--- src/rtl/mips_pkg.sv ---
// Shared constants for the MIPS pipeline: writeback source encodings and register-file geometry.
package mips_pkg;

  localparam int unsigned REG_NUM = 32;
  localparam int unsigned REG_AW  = 5;
  localparam int unsigned DATA_W  = 32;

  localparam logic [1:0] WB_ALU  = 2'b00;
  localparam logic [1:0] WB_DM   = 2'b01;
  localparam logic [1:0] WB_PC8  = 2'b10;
  localparam logic [1:0] WB_NONE = 2'b11;

  typedef logic [DATA_W-1:0] word_t;
  typedef logic [REG_AW-1:0] reg_addr_t;

  // Writeback source mux; also used by the hazard unit's forwarding-source logic.
  function automatic word_t wb_mux(input logic [1:0] wsel, input word_t alu, input word_t dm,
                                   input word_t pc8);
    word_t res;
    res = '0;
    case (wsel)
      WB_ALU:  res = alu;
      WB_DM:   res = dm;
      WB_PC8:  res = pc8;
      default: res = '0;
    endcase
    return res;
  endfunction

  // A write commits only with enable, a non-zero destination and a real source.
  function automatic logic wb_commit(input logic we, input reg_addr_t wa, input logic [1:0] wsel);
    return we && (wa != '0) && (wsel != WB_NONE);
  endfunction

endpackage

--- src/rtl/wb_sel.sv ---
// Combinational writeback-source select producing the W-stage write data.
module wb_sel
  import mips_pkg::*;
(
  input  logic [1:0]        wselW,
  input  logic [DATA_W-1:0] aluoutW,
  input  logic [DATA_W-1:0] dmW,
  input  logic [DATA_W-1:0] pc8W,
  output logic [DATA_W-1:0] wdW
);

  logic [DATA_W-1:0] w_wd;

  always_comb begin
    w_wd = wb_mux(wselW, aluoutW, dmW, pc8W);
  end

  assign wdW = w_wd;

endmodule

--- src/rtl/grf_w.sv ---
// W-stage register file: selects writeback data, commits it, and serves two D-stage reads with
// same-cycle write-through bypass.
module grf_w
  import mips_pkg::*;
#(
  parameter bit TRACE_EN = 1'b0
) (
  input  logic              clk,
  input  logic              rst,
  input  logic [DATA_W-1:0] pc8W,
  input  logic [DATA_W-1:0] dmW,
  input  logic [DATA_W-1:0] aluoutW,
  input  logic [REG_AW-1:0] waW,
  input  logic [1:0]        wselW,
  input  logic              weW,
  input  logic [REG_AW-1:0] ra1D,
  input  logic [REG_AW-1:0] ra2D,
  output logic [DATA_W-1:0] rd1D,
  output logic [DATA_W-1:0] rd2D,
  output logic [DATA_W-1:0] wdW,
  output logic [DATA_W-1:0] wr_cnt
);

  logic [DATA_W-1:0] r_regs [REG_NUM];
  logic [DATA_W-1:0] r_wr_cnt;
  logic [DATA_W-1:0] w_wd;
  logic              w_wr_eff;

  wb_sel u_wb_sel (
    .wselW   (wselW),
    .aluoutW (aluoutW),
    .dmW     (dmW),
    .pc8W    (pc8W),
    .wdW     (w_wd)
  );

  assign w_wr_eff = wb_commit(weW, waW, wselW);

  always_ff @(posedge clk or posedge rst) begin
    if (rst) begin
      for (int i = 0; i < int'(REG_NUM); i++) begin
        r_regs[i] <= '0;
      end
      r_wr_cnt <= '0;
    end else if (w_wr_eff) begin
      r_regs[waW] <= w_wd;
      r_wr_cnt    <= r_wr_cnt + 32'd1;
    end
  end

  // $0 reads as zero even when a bypass would otherwise match.
  assign rd1D = (ra1D == '0) ? '0 : ((w_wr_eff && (ra1D == waW)) ? w_wd : r_regs[ra1D]);
  assign rd2D = (ra2D == '0) ? '0 : ((w_wr_eff && (ra2D == waW)) ? w_wd : r_regs[ra2D]);

  assign wdW    = w_wd;
  assign wr_cnt = r_wr_cnt;

  if (TRACE_EN) begin : g_trace
    always_ff @(posedge clk) begin
      if (!rst && w_wr_eff) begin
        $display("@%h: $%0d <= %h", pc8W - 32'd8, waW, w_wd);
      end
    end
  end

endmodule

--- config.mk ---
export PLATFORM = sky130hd
export DESIGN_NAME = grf_w
export DESIGN_NICKNAME = d
export VERILOG_FILES = /design/src/rtl/mips_pkg.sv /design/src/rtl/wb_sel.sv /design/src/rtl/grf_w.sv
export SDC_FILE = /design/constraint.sdc
export NUM_CORES = 2
export LEC_CHECK = 0
export ABC_AREA = 1
export ABC_CLOCK_PERIOD_IN_PS = 59800
export CAP_MARGIN = 20
export CORE_ASPECT_RATIO = 1.1
export CORE_MARGIN = 2
export CORE_UTILIZATION = 25
export CTS_CLUSTER_DIAMETER = 200
export DETAILED_ROUTE_END_ITERATION = 10
export GPL_ROUTABILITY_DRIVEN = 0
export MAX_ROUTING_LAYER = met4
export PLACE_DENSITY_LB_ADDON = 0.2
export SLEW_MARGIN = 0
export SYNTH_ARGS = -nofsm -noshare
export SYNTH_HDL_FRONTEND = slang
export SYNTH_SLANG_ARGS = --single-unit
--- constraint.sdc ---
create_clock -name clk -period 59.8 [get_ports clk]
set_input_delay 8.97 -clock clk [delete_from_list [all_inputs] [get_ports clk]]
set_output_delay 8.97 -clock clk [all_outputs]
set_load 0.03 [all_outputs]
==> run summary <==
Layout cells sized above 1 - 4.90%
P&R area growth vs syn - 15.1%
CP Capture Point - rd1D[12]
FF-to-FF End - wr_cnt[22]
Die Height - 537 um
Tmin final - 23.35 ns
Peak VDD IR - 0.0000208 V
Max-Slew Margin vs Limit - 18.7%
Setup crit start kind - input port
Seq/Total Area, Yosys - 40.9%
Power Dens Cells - 32.8 nW/um^2
RR Startpoint - wr_cnt[0]
Multiplexer area fraction after synthesis - 0%
Die area - 262000 sq um
Fraction of synthesis flops using an asynchronous set or reset pin - 100%
WS Path Type - in2out
Core region area - 257000 sq um
Compound-Gate Fraction of Synth Area - 8.95%
Boundary Pins - 244
Post-layout util - 29.0%
CTS tree - yes
Vias in the first global route - 63100
Post-Syn Nets - 10300
Routed vias/inst - 4.87
Nets - 10000
Port buffer count - 243
Top_reg_cell synth - dfrtp_1
Total negative slack - 0 ns
Clk_lat worst skew - 0.80 ns
CP top delay family - buffers and inverters
Post-Synth Adder-Cell Area - 0.0194%
Worst Path Buf+Inv - 7
CTS H-tree lvls - 4
Crit-path max cell delay - 0.94 ns
FF+latch count, synth - 1056
1st-pass router iterations - 8
Max-cap violations - 0
Crit path from - ra1D[0]
Antenna violations before repair - 5
Root Driver - clkbuf_16
Synth Area in Simple Gates - 37.9%
Worst-Margin Slew - 1.22 ns
Worst-path clk slew - 0.06 ns
Die width - 489 um
Worst clock skew - 0.0203 ns
DRT iter0 DRCs - 5872
Hold WC Path Type - reg2reg
Via count - 65600
Endpoints failing setup - 0
R2r setup slk - 57.71 ns
GRT Resource Usage Total - 22.9%
Max Clock Freq - 42.8 MHz
Largest net degree at the start of global routing - 180
Total grt overflow - 0
Critical path arrival - 14.38 ns
Fin. max-slew vios - 0
Post-CTS setup buffers - 0
Crit path cell chain - buf_8 > inv_8 > buf_4 > buf_4 > buf_4 > o21ai_0 > nor2_1 > nor2_1 > nor2_1 > nand2_1 > nand3_1 > nand2_1 > inv_1 > clkdlybuf4s50_1
Initial core utilization - 25.2%
Post-DP HPWL - 170000 um
CTS Hold Bufs - 0
Worst reg2reg path depth - 10
Synth cell types - 32
Cts repair resizes - 0
Max Root-Sink Buffers - 4
RSZ-0062 raised after global routing - no
Yosys warns - 0
Antenna Nets Post-Route - 0
Most numerous cell in the Yosys netlist - nand2_1
FP Rows - 195
Post-synth EDFFs - 0
Number of CTS-inserted buffers - 139
Slowest-stage cell, CP - buf_4
First-pass GRT wire length - 436000 um
Crit path max fanout - 132
Post-Syn Instances - 10100
Routed WL - 298000 um
Critical path depth - 14
Status - finished clean
Yosys top cell by area - dfrtp_1
Largest family of logic cells by synthesized area - simple AND/OR/NAND/NOR gates
Synth top area share - 40.9%
Synth top area cells - dfrtp_1 (41%), nand2_1 (21%), nand3_1 (10%)
Final hold vios - 0
Crit end category - primary output
Mean routed wirelength per cell - 22.2 um
DRC - 0
Mapped Area - 64600 sq um
Post-Synth XOR/XNOR Area - 0.366%
Number of sinks on the clock net - 1056
Leak Pwr - 36.4 nW
Syn Area/Cell - 6.37 sq um
Fin crit share - 39.0%
Post-synth top cells - nand2_1 (3639), nand3_1 (1308), inv_1 (1162)
Critical Path RT - 50.83 ns
[area by class of cell]
type                            count  area (sq um)
Inverter                         1180          4470
Clock buffer                      204          4120
Antenna cell                        4          10.0
Clock inverter                     33           360
Sequential cell                  1056         26400
Fill cell                       28200        182000
Multi-Input combinational cell   7132         30700
Timing Repair Buffer              408          3940
Tap cell                         3447          4310
[power by group]
part	switching (W)	internal [W]	leakage [nW]
clock network	0.000348	0.000506	2.22
logic	0.000431	0.000204	21.9
registers	0.0000682	0.000880	12.3
[how the worst min path moves through the flow]
stage	start	endpoint	slack (ns)	cells after the start
floorplan	r_regs[1000]	r_regs[1000]	0.43	1
global placement	r_regs[1016]	r_regs[1016]	0.37	0
detailed placement	r_regs[1007]	r_regs[1007]	0.37	0
CTS	r_regs[1001]	r_regs[1001]	0.38	0
global route	r_regs[993]	r_regs[993]	0.39	0
finish	r_regs[996]	r_regs[996]	0.38	0
[sequential cells by signal, summed over array words and instances (netlist names)]
name and flops:
r_regs 1024, wr_cnt 32
[cells in the final DEF, fill, tap and decap left out, types with 4 or more instances in the layout]
| cell | synthesis | routed |
|---|---|---|
| a21oi_1 | 310 | 310 |
| buf_12 | 0 | 10 |
| buf_16 | 0 | 7 |
| buf_4 | 1 | 151 |
| buf_8 | 0 | 5 |
| bufinv_16 | 0 | 7 |
| clkbuf_1 | 433 | 30 |
| clkbuf_16 | 0 | 143 |
| clkbuf_8 | 0 | 31 |
| clkdlybuf4s50_1 | 0 | 233 |
| clkinv_2 | 0 | 20 |
| dfrtp_1 | 1056 | 1056 |
| diode_2 | 0 | 4 |
| inv_1 | 1162 | 1155 |
| inv_2 | 17 | 17 |
| inv_8 | 0 | 5 |
| nand2_1 | 3639 | 3636 |
| nand2_2 | 3 | 6 |
| nand3_1 | 1308 | 1308 |
| nand3b_1 | 5 | 5 |
| nand4_1 | 13 | 13 |
| nor2_1 | 926 | 920 |
| nor2_2 | 30 | 7 |
| nor2_4 | 13 | 42 |
| nor3_1 | 11 | 9 |
| nor3_2 | 15 | 14 |
| nor3_4 | 1 | 4 |
| o21a_1 | 50 | 50 |
| o21ai_0 | 686 | 686 |
| o21ai_1 | 82 | 82 |
| or2_2 | 6 | 6 |
| xnor2_1 | 17 | 17 |
| xor2_1 | 10 | 10 |
[metal layers]
metal	vias to the layer above	GRT usage, %	share of wire (%)
met5	-	-	0
met4	0	11.9	5.8
met3	663	2.79	6.1
met2	2602	37.5	47
met1	31500	27.7	41
li1	30800	-	-
[kinds of logic after synthesis]
kind of cell               after synthesis
xor gates and xnor gates                27
and+or+nand+nor                       5975
adders and majority gates                1
buffers and inverters                 1947
DFF                                   1056
AOI/OAI and AO/OA                     1129
[metrics by stage]
step | power [W] | cells | area [sq um] | setup slack (ns) | hold WS (ns)
after floorplan | 0.00140 | 10100 | 64600 | 21.11 | 0.429
after global placement | 0.00158 | 13200 | 69600 | 36.46 | 0.365
after detailed placement | 0.00159 | 13200 | 69800 | 36.52 | 0.366
after CTS | 0.00245 | 13500 | 74200 | 36.49 | 0.379
after global routing | 0.00258 | 13500 | 74300 | 36.26 | 0.387
final | 0.00244 | 13500 | 74300 | 36.45 | 0.377
Power figures use the tool's default switching activity.
